[src/rtl/pe_pkg.sv]
// Types and helpers shared by every processing-element block.
// PE_STATE is the status tag that travels beside the datapath.
package pe_pkg;

  typedef enum logic [1:0] {
    INVALID = 2'd0,
    VALID   = 2'd1,
    CNN_FIN = 2'd2,
    COMPL   = 2'd3
  } PE_STATE;

  // Number of live nodes at level 'lvl' of a pairwise reduction of 'n' inputs.
  // An odd node rides up unchanged, which is why the count rounds up.
  function automatic int tree_level_count(input int n, input int lvl);
    int c;
    c = n;
    for (int k = 0; k < lvl; k++) begin
      c = (c + 1) / 2;
    end
    return c;
  endfunction

endpackage

[src/rtl/adder_tree_comb.sv]
// Purely combinational balanced adder tree: ADD_NUM signed operands summed
// modulo 2^DATA_WID with ceil(log2 ADD_NUM) levels of two-input adders.
module adder_tree_comb
  import pe_pkg::*;
#(
  parameter int DATA_WID = 8,
  parameter int ADD_NUM  = 4
) (
  input  logic signed [DATA_WID-1:0] i_data [ADD_NUM-1:0],
  output logic signed [DATA_WID-1:0] o_sum
);

  localparam int LEVELS = $clog2(ADD_NUM);

  // Row l holds the partial sums entering level l; row LEVELS has the result in slot 0.
  logic signed [DATA_WID-1:0] w_lvl [0:LEVELS][0:ADD_NUM-1];

  genvar g_l, g_i;

  generate
    for (g_i = 0; g_i < ADD_NUM; g_i++) begin : g_leaf
      assign w_lvl[0][g_i] = i_data[g_i];
    end

    for (g_l = 0; g_l < LEVELS; g_l++) begin : g_level
      localparam int CNT = tree_level_count(ADD_NUM, g_l);
      for (g_i = 0; g_i < ADD_NUM; g_i++) begin : g_node
        if (g_i < CNT / 2) begin : g_add
          assign w_lvl[g_l+1][g_i] = w_lvl[g_l][2*g_i] + w_lvl[g_l][2*g_i+1];
        end else if ((g_i == CNT / 2) && ((CNT % 2) == 1)) begin : g_pass
          assign w_lvl[g_l+1][g_i] = w_lvl[g_l][CNT-1];
        end else begin : g_idle
          assign w_lvl[g_l+1][g_i] = '0;
        end
      end
    end
  endgenerate

  assign o_sum = w_lvl[LEVELS][0];

endmodule

[src/rtl/adder_pipe.sv]
// Registered signed adder tree for the PE datapath: one cycle from operands
// to sum, with the status tag registered alongside so both arrive together.
module adder_pipe
  import pe_pkg::*;
#(
  parameter int DATA_WID = 8,
  parameter int ADD_NUM  = 4
) (
  input  logic                       clk,
  input  logic                       reset,
  input  PE_STATE                    status_in,
  input  logic signed [DATA_WID-1:0] data_in [ADD_NUM-1:0],
  output PE_STATE                    status_out,
  output logic signed [DATA_WID-1:0] data_out
);

  // Flow semantics: no valid/ready handshake. A new operand set is accepted
  // every cycle; status_in != INVALID plays the role of 'valid', and there is
  // no backpressure. data_out only carries meaning while status_out != INVALID,
  // and it holds its last value across INVALID cycles.

  logic signed [DATA_WID-1:0] w_sum;
  logic signed [DATA_WID-1:0] r_data;
  PE_STATE                    r_status;

  adder_tree_comb #(
    .DATA_WID (DATA_WID),
    .ADD_NUM  (ADD_NUM)
  ) u_tree (
    .i_data (data_in),
    .o_sum  (w_sum)
  );

  always_ff @(posedge clk or posedge reset) begin
    if (reset) begin
      r_data   <= '0;
      r_status <= INVALID;
    end else begin
      r_status <= status_in;
      if (status_in != INVALID) begin
        r_data <= w_sum;
      end
    end
  end

  assign data_out   = r_data;
  assign status_out = r_status;

endmodule

[config.mk]
export PLATFORM = sky130hd
export DESIGN_NAME = adder_pipe
export DESIGN_NICKNAME = d
export VERILOG_FILES = /design/src/rtl/pe_pkg.sv /design/src/rtl/adder_tree_comb.sv /design/src/rtl/adder_pipe.sv
export SDC_FILE = /design/constraint.sdc
export NUM_CORES = 1
export LEC_CHECK = 0
export CORE_ASPECT_RATIO = 0.75
export CORE_MARGIN = 1.5
export CORE_UTILIZATION = 35
export DETAILED_ROUTE_END_ITERATION = 8
export PLACE_DENSITY = 0.68
export SLEW_MARGIN = 20
export SYNTH_ARGS = -nofsm -noshare
export SYNTH_HDL_FRONTEND = slang
export SYNTH_SLANG_ARGS = --single-unit
[constraint.sdc]
create_clock -name clk -period 2.2 [get_ports clk]
set_input_delay 0.22 -clock clk [delete_from_list [all_inputs] [get_ports clk]]
set_output_delay 0.22 -clock clk [all_outputs]
set_load 0.01 [all_outputs]
==> summary.txt, run 1 <==
Global route
  • Initial antenna violation count: 0
  • GR Util All Layers: 0.1312
  • Pin count of the biggest net entering global routing: 11
  • Gr ovfl total: 0
  • First-pass GRT wire length: 3284 µm
  • Vias in the first global route: 844

Timing
  • Tmin final: 2.523 ns
  • Slew Limit Fails: 0
  • Clk_skew: 0 ns
  • Tcrit/Tclk final: 1.147
  • Unrepaired setup endpoints after global routing: yes
  • Post-route worst setup slack: -0.3234 ns
  • Slew headroom: 0.7556
  • Final setup fails: 4
  • Slew @ Worst Pin: 0.3662 ns
  • Fin Hold WS: 0.2541 ns
  • Max Fclk: 396.3 MHz
  • Final-report hold violation count: 0

Setup path
  • Worst Setup EP: data_out[5]
  • Critical path class: in2reg
  • Worst EP arrival: 2.64 ns
  • Worst r2r src: data_out[1]
  • WP data required: 2.31 ns
  • Crit path launch type: input port
  • R2R cell count: 1
  • RR Endpoint: data_out[1]
  • Worst Setup SP: data_in[9]
  • Crit. End Element: flop
  • CP max FO: 2
  • Reg2reg setup slack: 1.45 ns

Floorplan
  • Die area: 3227 µm²
  • Core area: 2683 µm²
  • DIE HEIGHT: 49.58 µm
  • IO Pins: 46
  • Site Rows: 16
  • Chip Width: 65.10 µm
  • Initial Util: 0.3773

Yosys
  • Count of cell types in the netlist: 18
  • Synth warnings: 0
  • Netlist Area Pre-Place: 1012 µm²
  • Register area share after synthesis: 0.2472
  • Yosys reg bits: 10
  • Syn Area/Cell: 9.460 µm²
  • Post-Syn Instances: 107
  • Net count after synthesis: 164

Outcome
  • Status: finished, violations left
  • Failing checks: setup timing

Clock tree
  • Hold_buf cts: 0
  • CTS sink cnt: 10
  • CTS tree: done
  • H-tree lvl count: 1
  • Clock transition at the registers of the reported paths: 0.05 ns
  • Clk_lat worst skew: 0.23 ns
  • Root buffer cell: clkbuf_8
  • CTS Buf Count: 3
  • Clk buf depth: 2

Power
  • PwrDens: 844.8 nW/µm²
  • P_int: 0.0009720 W
  • Sequential power share: 0.197
  • Psw: 0.0005120 W
  • Clock power share: 0.152
  • Pwr Total: 0.001484 W
  • Leakage power: 0.8442 nW
  • Peak VDD IR: 0.3845 mV
  • Sw frac: 0.3450
  • Comb pwr share: 0.651

Route
  • ANT nets after route: 0
  • DRT iter0 DRCs: 13
  • Wire per inst: 10.14 µm
  • Avg Vias per Cell: 4.251
  • Vias: 846
  • Final wirelength: 2017 µm
  • DRC viols: 0
  • TritonRoute pass-1 iters: 3

Layout
  • Util after Layout: 0.6549
  • Diode count: 0
  • Share of layout cells above drive strength 1: 0.3190
  • Area grow syn2layout: 73.55%
  • # nets final: 221
  • Most frequent cells in the layout: inv_1, clkdlybuf4s50_1, dlygate4sd2_1, inv_2, fa_1

Hold path
  • Worst Hold Class: in2async

Placed design
  • # port buffers: 45
  • Routability cong.: 0.6818
  • Placed wire-length estimate: 1715 µm

Job
  • Max-cap viol count: 0
-- cell families after synthesis --
group / synth area share
xor+xnor: 0.09519
compound gates: 0.06180
fa+ha+maj: 0.3634
mux: 0.04203
flops: 0.2472
buf+inv: 0.1446
simple gates: 0.04573
-- through the flow --
| step | setup slack [ns] | instances | TNS, ns | area, µm² |
|---|---|---|---|---|
| 2_1_floorplan | -0.3498 | 107 | -0.9774 | 1036 |
| 3_3_place_gp | -0.9745 | 194 | -5.301 | 1580 |
| 3_5_place_dp | -1.081 | 194 | -5.742 | 1580 |
| 4_1_cts | -0.3273 | 198 | -0.7422 | 1713 |
| 5_1_grt | -0.3827 | 199 | -1.134 | 1757 |
| 6_report | -0.3234 | 199 | -0.7733 | 1757 |
-- cell usage after synthesis, drive strengths merged --
cell type	number	area share
inv	38	0.14
o21ai	6	0.030
nand2b	2	0.012
xnor2	9	0.078
fa	14	0.28
dfrtp	10	0.25
ha	7	0.087
mux2	2	0.022
a21o	1	0.0074
clkbuf	1	0.0037
xor2	2	0.017
o31ai	1	0.0074
mux2i	2	0.020
o21bai	1	0.0074
nand2	5	0.019
a21oi	2	0.0099
nor2	4	0.015
-- critical path: stages --
cell and delay, ns:
buf_6 0.07, inv_2 0.03, fa_1 0.53, inv_1 0.05, fa_1 0.51, ha_2 0.20, inv_2 0.04, fa_2 0.33
nand2b_4 0.16, a21oi_4 0.19, buf_6 0.13, xnor2_2 0.11, o21ai_1 0.08
-- power by group through the flow --
stage	Combinational, W	Clock [W]	Sequential, W
2_1_floorplan	0.000382	0	0.000327
3_3_place_gp	0.000737	0	0.000292
3_5_place_dp	0.000770	0	0.000295
4_1_cts	0.000936	0.000232	0.000293
5_1_grt	0.00105	0.000247	0.000301
6_report	0.000966	0.000225	0.000293
-- cell type report --
class	instances	area (µm²)
fillers	225	925.9
multi-input cells	58	762.0
repair buffers	53	494.2
flip-flops and latches	10	250.2
inverters	38	150.1
clock buffers	4	55.05
well taps	36	45.04
-- repair_timing --
action,4_1_cts,5_1_grt
setup endpoints to repair,7,5
setup buffers,0,1
cloned,0,0
gates resized for setup,67,9
pin swaps,36,16
hold endpoints to repair,0,0
-- registers in the layout, summed over array words and instances (netlist names) --
signal      flops
data_out        8
status_out      2
-- worst min path at each step --
stage	end	cells after the start
floorplan	data_out[0]	1
global placement	data_out[6]	2
detailed placement	data_out[4]	2
CTS	data_out[7]	2
global route	data_out[1]	2
finish	data_out[7]	2
-- metal layers --
| metal | vias up | routed length, µm | track usage |
|---|---|---|---|
| li1 | 419 | - | - |
| met1 | 391 | 719 | 0.1368 |
| met2 | 36 | 1118 | 0.2595 |
| met3 | 0 | 179 | 0.04795 |
| met4 | 0 | 0 | 0.01042 |
| met5 | - | 0 | 0 |
(Power assumes the default switching activity.)
==> inputs of run 2 (changes only) <==
- CTS_BUF_LIST: not set -> sky130_fd_sc_hd__clkbuf_2 sky130_fd_sc_hd__clkbuf_4 sky130_fd_sc_hd__clkbuf_8
- clock period: 2.2 -> 2.5 ns (I/O delays scaled with it)
==> run 2 against run 1 <==
Effect of this change:
- the flow now finishes without violations
- clock power shrank 9.8%
- core utilization shrank 1.5 points
- sequential share of layout area increased by 0.34 points
- final cell count decreased by 0.50%
- power decreased by 17%
- die area stayed put
- wire length is 4.6% lower
- first-iteration DRC count down 15%
- via count down 2.7%
- critical path type unchanged
- sequential power down 12%
- non-clock buffer count is 1 lower
==> summary.txt, run 2 (synthesis results as in run 1) <==
Outcome
  • Status: finished, final reports clean

Floorplan
  • Site Rows: 16 (unchanged)
  • IO Pins: 46 (unchanged)
  • Die area: 3227 µm² (unchanged)
  • DIE HEIGHT: 49.58 µm (unchanged)
  • Chip Width: 65.10 µm (unchanged)
  • Initial Util: 0.3773 (unchanged)
  • Core area: 2683 µm² (unchanged)

Layout
  • Most common cell after layout, fill and taps aside: clkdlybuf4s50_1
  • Share of layout cells above drive strength 1: 0.2531 (-0.06593)
  • Most frequent cells in the layout: clkdlybuf4s50_1, inv_1, fa_1, dfrtp_1
  • # nets final: 220 (-0.45%)
  • Max reg flops: 8 (unchanged)
  • Area grow syn2layout: 69.47%
  • Diode count: 0 (unchanged)
  • Fill cell count: 228 (+1.3%)

Setup path
  • Crit path max-delay cell type: fa_1
  • CP top delay family: adder cells
  • CP max FO: 2 (unchanged)
  • WP data required: 2.62 ns (+0.31 ns)
  • Worst EP arrival: 2.61 ns (-0.03 ns)
  • Crit-path cells: buf_6, inv_2, fa_1, inv_1, fa_1, ha_2, inv_2, fa_2, nand2b_4, a21oi_4, o31ai_2, xnor2_1, o21ai_1
  • Critical path class: in2reg
  • Largest stage delay on the critical path: 0.53 ns (about the same)
  • Crit. End Element: flop
  • Crit path launch type: input port
  • Crit path buf inv count: 4 (-1)

Global route
  • Pin count of the biggest net entering global routing: 14 (+3)
  • Gr ovfl total: 0 (unchanged)
  • Initial antenna violation count: 0 (unchanged)
  • First-pass GRT wire length: 3139 µm (-4.4%)
  • Vias in the first global route: 824 (-2.4%)
  • GR Util All Layers: 0.1273 (-0.003901)

Timing
  • Slew headroom: 0.7478 (-0.007809)
  • Clk_skew: 0 ns (unchanged)
  • Unrepaired setup endpoints after global routing: yes
  • Final setup fails: 0 (-4)
  • Post-route worst setup slack: 0.01007 ns (+0.3335 ns)
  • Slew @ Worst Pin: 0.3779 ns (+0.01170 ns)
  • Fin Hold WS: 0.2890 ns (+0.03491 ns)
  • Slew Limit Fails: 0 (unchanged)
  • Tmin final: 2.490 ns
  • Tcrit/Tclk final: 0.9960
  • Final-report hold violation count: 0 (unchanged)
  • Max Fclk: 401.6 MHz

Route
  • Final wirelength: 1924 µm (-4.6%)
  • ANT nets after route: 0 (unchanged)
  • TritonRoute pass-1 iters: 2 (-1)
  • Vias: 823 (-2.7%)
  • Avg Vias per Cell: 4.157 (-2.2%)
  • DRT iter0 DRCs: 11 (-2)
  • Wire per inst: 9.717 µm (-4.1%)
  • DRC viols: 0 (unchanged)

Clock tree
  • Clk_lat worst skew: 0.24 ns (about the same)
  • Root buffer cell: clkbuf_8
  • CTS sink cnt: 10 (unchanged)
  • CTS tree: done
  • Post-CTS setup buffers: 0 (unchanged)
  • CTS Buf Count: 3 (unchanged)
  • H-tree lvl count: 1 (unchanged)
  • Clk buf depth: 2 (unchanged)
  • Clock transition at the registers of the reported paths: 0.05 ns (about the same)

Hold path
  • Worst Hold Class: in2async

Placed design
  • Routability cong.: 0.6965 (+2.2%)
  • Placed wire-length estimate: 1663 µm (-3.0%)
  • Pre-CTS setup slack: -0.6780 ns (+0.4025 ns)
  • # port buffers: 45 (unchanged)

Power
  • Peak VDD IR: 0.3469 mV (-9.8%)
  • Leakage power: 0.8287 nW (-1.8%)
  • Pwr Total: 0.001226 W (-17%)
  • PwrDens: 714.5 nW/µm² (-15%)

Job
  • Max-cap viol count: 0 (unchanged)
==> run 2: changes by cell type in the layout (fill, tap and decap cells not counted), sizes merged <==
cell / before / now
buf: 14 / 10
clkdlybuf4s15: 0 / 1
clkdlybuf4s50: 24 / 31
dlygate4sd2: 15 / 8
dlymetal6s2s: 0 / 2
==> run 2: layout make-up <==
cell class	instances	area (µm²)	share of cell area
multi-input combinational	58	733.2	0.4274
tap	36	45.04	0.02626
inverter	38	142.6	0.08315
timing repair buffer	52	489.2	0.2852
clock buffer	4	55.05	0.03209
sequential	10	250.2	0.1459
==> run 2: what timing repair did <==
| item | 4_1_cts | 5_1_grt |
|---|---|---|
| gates resized for setup | 41 | 6 |
| hold buffers | 0 | 0 |
| setup endpoints to repair | 6 | 3 |
| pin swaps | 23 | 8 |
==> run 2: stage by stage <==
step | util | setup TNS, ns | cell area, µm² | cells
final | 0.6395 | 0 | 1715 | 198
after floorplan | - | -0.08806 | 1028 | 107
after CTS | 0.6329 | -0.006882 | 1698 | 198
after detailed placement | 0.5863 | -3.247 | 1573 | 194
after global routing | 0.6395 | -0.1432 | 1715 | 198
after global placement | 0.5863 | -2.945 | 1573 | 194
==> run 2: worst paths after layout <==
check                             startpoint       endpoint  slack [ns]  cells past startpoint
worst max register to register   data_out[1]    data_out[1]        1.75                      1
min in group clk                status_in[1]  status_out[1]        0.48                      1
max in group asynchronous              reset    data_out[4]        1.94                      2
worst min-delay path                   reset  status_out[0]        0.29                      2
worst min register to register   data_out[3]    data_out[3]        0.48                      2
worst max-delay path              data_in[1]    data_out[7]        0.01                     13
==> run 2: layer usage <==
metal | vias to the layer above | track usage | part of all wire | routed length (µm)
li1 | 414 | - | - | -
met1 | 372 | 0.1325 | 0.37 | 719
met2 | 35 | 0.2423 | 0.53 | 1025
met3 | 2 | 0.03196 | 0.081 | 155
met4 | 0 | 0.05208 | 0.012 | 24
met5 | - | 0 | 0 | 0
==> run 2: power by group <==
group / internal, W / switching, W / total (W)
logic: 0.000449 / 0.000315 / 0.000765
registers: 0.000226 / 0.0000321 / 0.000258
clock network: 0.000139 / 0.0000648 / 0.000203
==> inputs of run 3 (changes only) <==
- CORE_UTILIZATION: 35 -> 43
- CTS_CLUSTER_DIAMETER: not set -> 40
- PLACE_DENSITY: 0.68 -> 0.82
- clock period: 2.5 -> 2.8 ns (I/O delays scaled with it)
==> run 3 against run 2 <==
Effect of this change:
- global-route usage up 4.0 points
- sequential cell count unchanged
- wire length decreased by 0.16%
- clock skew unchanged
- sequential power is 11% lower
- clock power shrank 36%
- register-to-register slack gained 0.29 ns
- die area decreased by 18%
- first-iteration DRC count down 36%
- clock-buffer cell count did not move
- critical path type unchanged
- largest cell class unchanged
==> summary.txt, run 3 (synthesis results as in run 1) <==
Outcome
  • Status: finished, final reports clean

Timing
  • Fin Hold WS: 0.2793 ns (-0.009783 ns)
  • Slew Limit Fails: 0 (unchanged)
  • Final-report hold violation count: 0 (unchanged)
  • Unrepaired setup endpoints after global routing: yes
  • Tcrit/Tclk final: 0.9741
  • Slew @ Worst Pin: 0.3697 ns (-0.008202 ns)
  • Clk_skew: 0 ns (unchanged)
  • Final setup fails: 0 (unchanged)
  • Max Fclk: 366.6 MHz
  • Slew headroom: 0.7533 (+0.005474)
  • Tmin final: 2.728 ns

Route
  • Vias: 856 (+4.0%)
  • Final wirelength: 1921 µm (-0.16%)
  • ANT nets after route: 0 (unchanged)
  • Wire per inst: 9.902 µm (+1.9%)
  • Avg Vias per Cell: 4.412 (+6.2%)
  • DRT iter0 DRCs: 7 (-4)
  • DRC viols: 0 (unchanged)
  • TritonRoute pass-1 iters: 5 (+3)

Layout
  • Multi-input logic area: 648.1 µm² (-12%)
  • Diode count: 0 (unchanged)
  • # nets final: 220 (unchanged)
  • Fill cell count: 157 (-31%)
  • Most common cell after layout, fill and taps aside: clkdlybuf4s50_1
  • Share of layout cells above drive strength 1: 0.1358 (-0.1173)
  • Most frequent cells in the layout: clkdlybuf4s50_1, inv_1, fa_1, dfrtp_1, xnor2_1
  • Max reg flops: 8 (unchanged)
  • Reg area: 250.2 µm² (unchanged)
  • Fin area: 1617 µm² (-5.8%)
  • Area grow syn2layout: 59.70%

Placed design
  • # port buffers: 45 (unchanged)
  • DP Area: 1544 µm² (-1.8%)
  • Placed wire-length estimate: 1737 µm (+4.4%)
  • Routability cong.: 0.7185 (+3.2%)

Setup path
  • Critical path class: in2reg
  • Crit path buf inv count: 4 (unchanged)
  • Crit path launch type: input port
  • Reg2reg setup slack: 2.04 ns (+0.29 ns)
  • Crit-path cells: clkdlybuf4s50_1, inv_1, fa_1, fa_2, inv_1, ha_1, a21o_1, a21oi_2, buf_4, xnor2_1, o21ai_0
  • Worst EP arrival: 2.87 ns (+0.26 ns)
  • WP data required: 2.95 ns (+0.33 ns)
  • Crit path max-delay cell type: fa_2
  • Crit. End Element: flop
  • CP top delay family: adder cells
  • Top cell by count, worst path: inv_1
  • Largest stage delay on the critical path: 0.58 ns (+0.05 ns)
  • CP max FO: 2 (unchanged)

Global route
  • Met3 GRT Util: 0.05731 (+0.02534)
  • Vias in the first global route: 872 (+5.8%)
  • Gr ovfl total: 0 (unchanged)
  • First-pass GRT wire length: 3263 µm (+4.0%)
  • Met1 Use GR: 0.1505 (+0.01800)
  • Grt met2 use: 0.3511 (+0.1088)
  • GR Util All Layers: 0.1668 (+0.03951)
  • Pin count of the biggest net entering global routing: 14 (unchanged)
  • GRT busiest layer: met2
  • Initial antenna violation count: 0 (unchanged)

Hold path
  • Worst Hold Class: in2async

Power
  • P_int: 0.0006303 W (-23%)
  • Psw: 0.0003315 W (-20%)
  • Clock power share: 0.135 (-0.031)
  • Sw frac: 0.3447 (+0.008204)
  • Comb pwr share: 0.625 (about the same)
  • Sequential power share: 0.240 (+0.030)
  • PwrDens: 594.9 nW/µm² (-17%)
  • Peak VDD IR: 0.4318 mV (+24%)
  • Leakage power: 0.8047 nW (-2.9%)

Clock tree
  • Clk_lat worst skew: 0.27 ns (+0.03 ns)
  • Clk buf depth: 2 (unchanged)
  • CTS tree: done
  • Clock transition at the registers of the reported paths: 0.07 ns (+0.02 ns)
  • H-tree lvl count: 1 (unchanged)
  • Root buffer cell: clkbuf_4
  • CTS Buf Count: 3 (unchanged)
  • CTS sink cnt: 10 (unchanged)

Floorplan
  • Die area: 2657 µm² (-18%)
  • Core area: 2120 µm² (-21%)
  • Site Rows: 14 (-2)
  • Initial Util: 0.4776 (+0.1002)
  • IO Pins: 46 (unchanged)
  • DIE HEIGHT: 45.02 µm (-9.2%)
  • Chip Width: 59.03 µm (-9.3%)

Job
  • Max-cap viol count: 0 (unchanged)
[run 3: changes by cell type in the layout (fill, tap and decap cells not counted), sizes merged]
cell	delta
clkdlybuf4s50	+11
dlygate4sd2	-5
clkdlybuf4s15	-1
dlymetal6s2s	-2
buf	-3
[run 3: per-layer routing]
metal  vias up  part of all wire
met5         -                 0
met4         0            0.0042
met3         2             0.075
met2        36              0.57
met1       400              0.35
li1        418                 -
[run 3: what timing repair did]
| action | 4_1_cts | 5_1_grt |
|---|---|---|
| pin swaps | 7 | 1 |
| hold buffers | 0 | 0 |
| buffers inserted | 1 | 0 |
| resized for setup | 10 | 4 |
| endpoints found under the setup margin | 2 | 4 |
[run 3: final timing paths]
kind / from / cells past startpoint / to
min in group clk: status_in[0] / 1 / status_out[0]
worst min-delay path: reset / 2 / status_out[0]
max in group asynchronous: reset / 2 / data_out[7]
worst max-delay path: data_in[2] / 11 / data_out[4]
worst min register to register: data_out[4] / 2 / data_out[4]
worst max register to register: data_out[0] / 1 / data_out[0]
[run 3: area by class of cell]
class                           count  area share
Timing Repair Buffer               52      0.3088
Tap cell                           32     0.02477
Sequential cell                    10      0.1548
Clock buffer                        4     0.02245
Inverter                           38     0.08824
Multi-Input combinational cell     58      0.4009
[run 3: power groups by stage]
| stage | Sequential (W) | Combinational (W) | Clock (W) |
|---|---|---|---|
| 2_1_floorplan | 0.000257 | 0.000283 | 0 |
| 3_3_place_gp | 0.000230 | 0.000547 | 0 |
| 3_5_place_dp | 0.000232 | 0.000570 | 0 |
| 4_1_cts | 0.000231 | 0.000603 | 0.000135 |
| 5_1_grt | 0.000239 | 0.000670 | 0.000143 |
| 6_report | 0.000230 | 0.000601 | 0.000130 |
[run 3: metrics by stage]
step | TNS (ns) | utilization | std cells | worst slack (ns) | total power, W
floorplan | 0 | - | 107 | 0.09635 | 0.0005392
global placement | -1.426 | 0.7285 | 189 | -0.4122 | 0.0007767
detailed placement | -1.706 | 0.7285 | 189 | -0.4989 | 0.0008024
CTS | 0 | 0.7586 | 194 | 0.003044 | 0.0009686
global route | -0.01655 | 0.7627 | 194 | -0.01627 | 0.001052
finish | 0 | 0.7627 | 194 | 0.07243 | 0.0009618
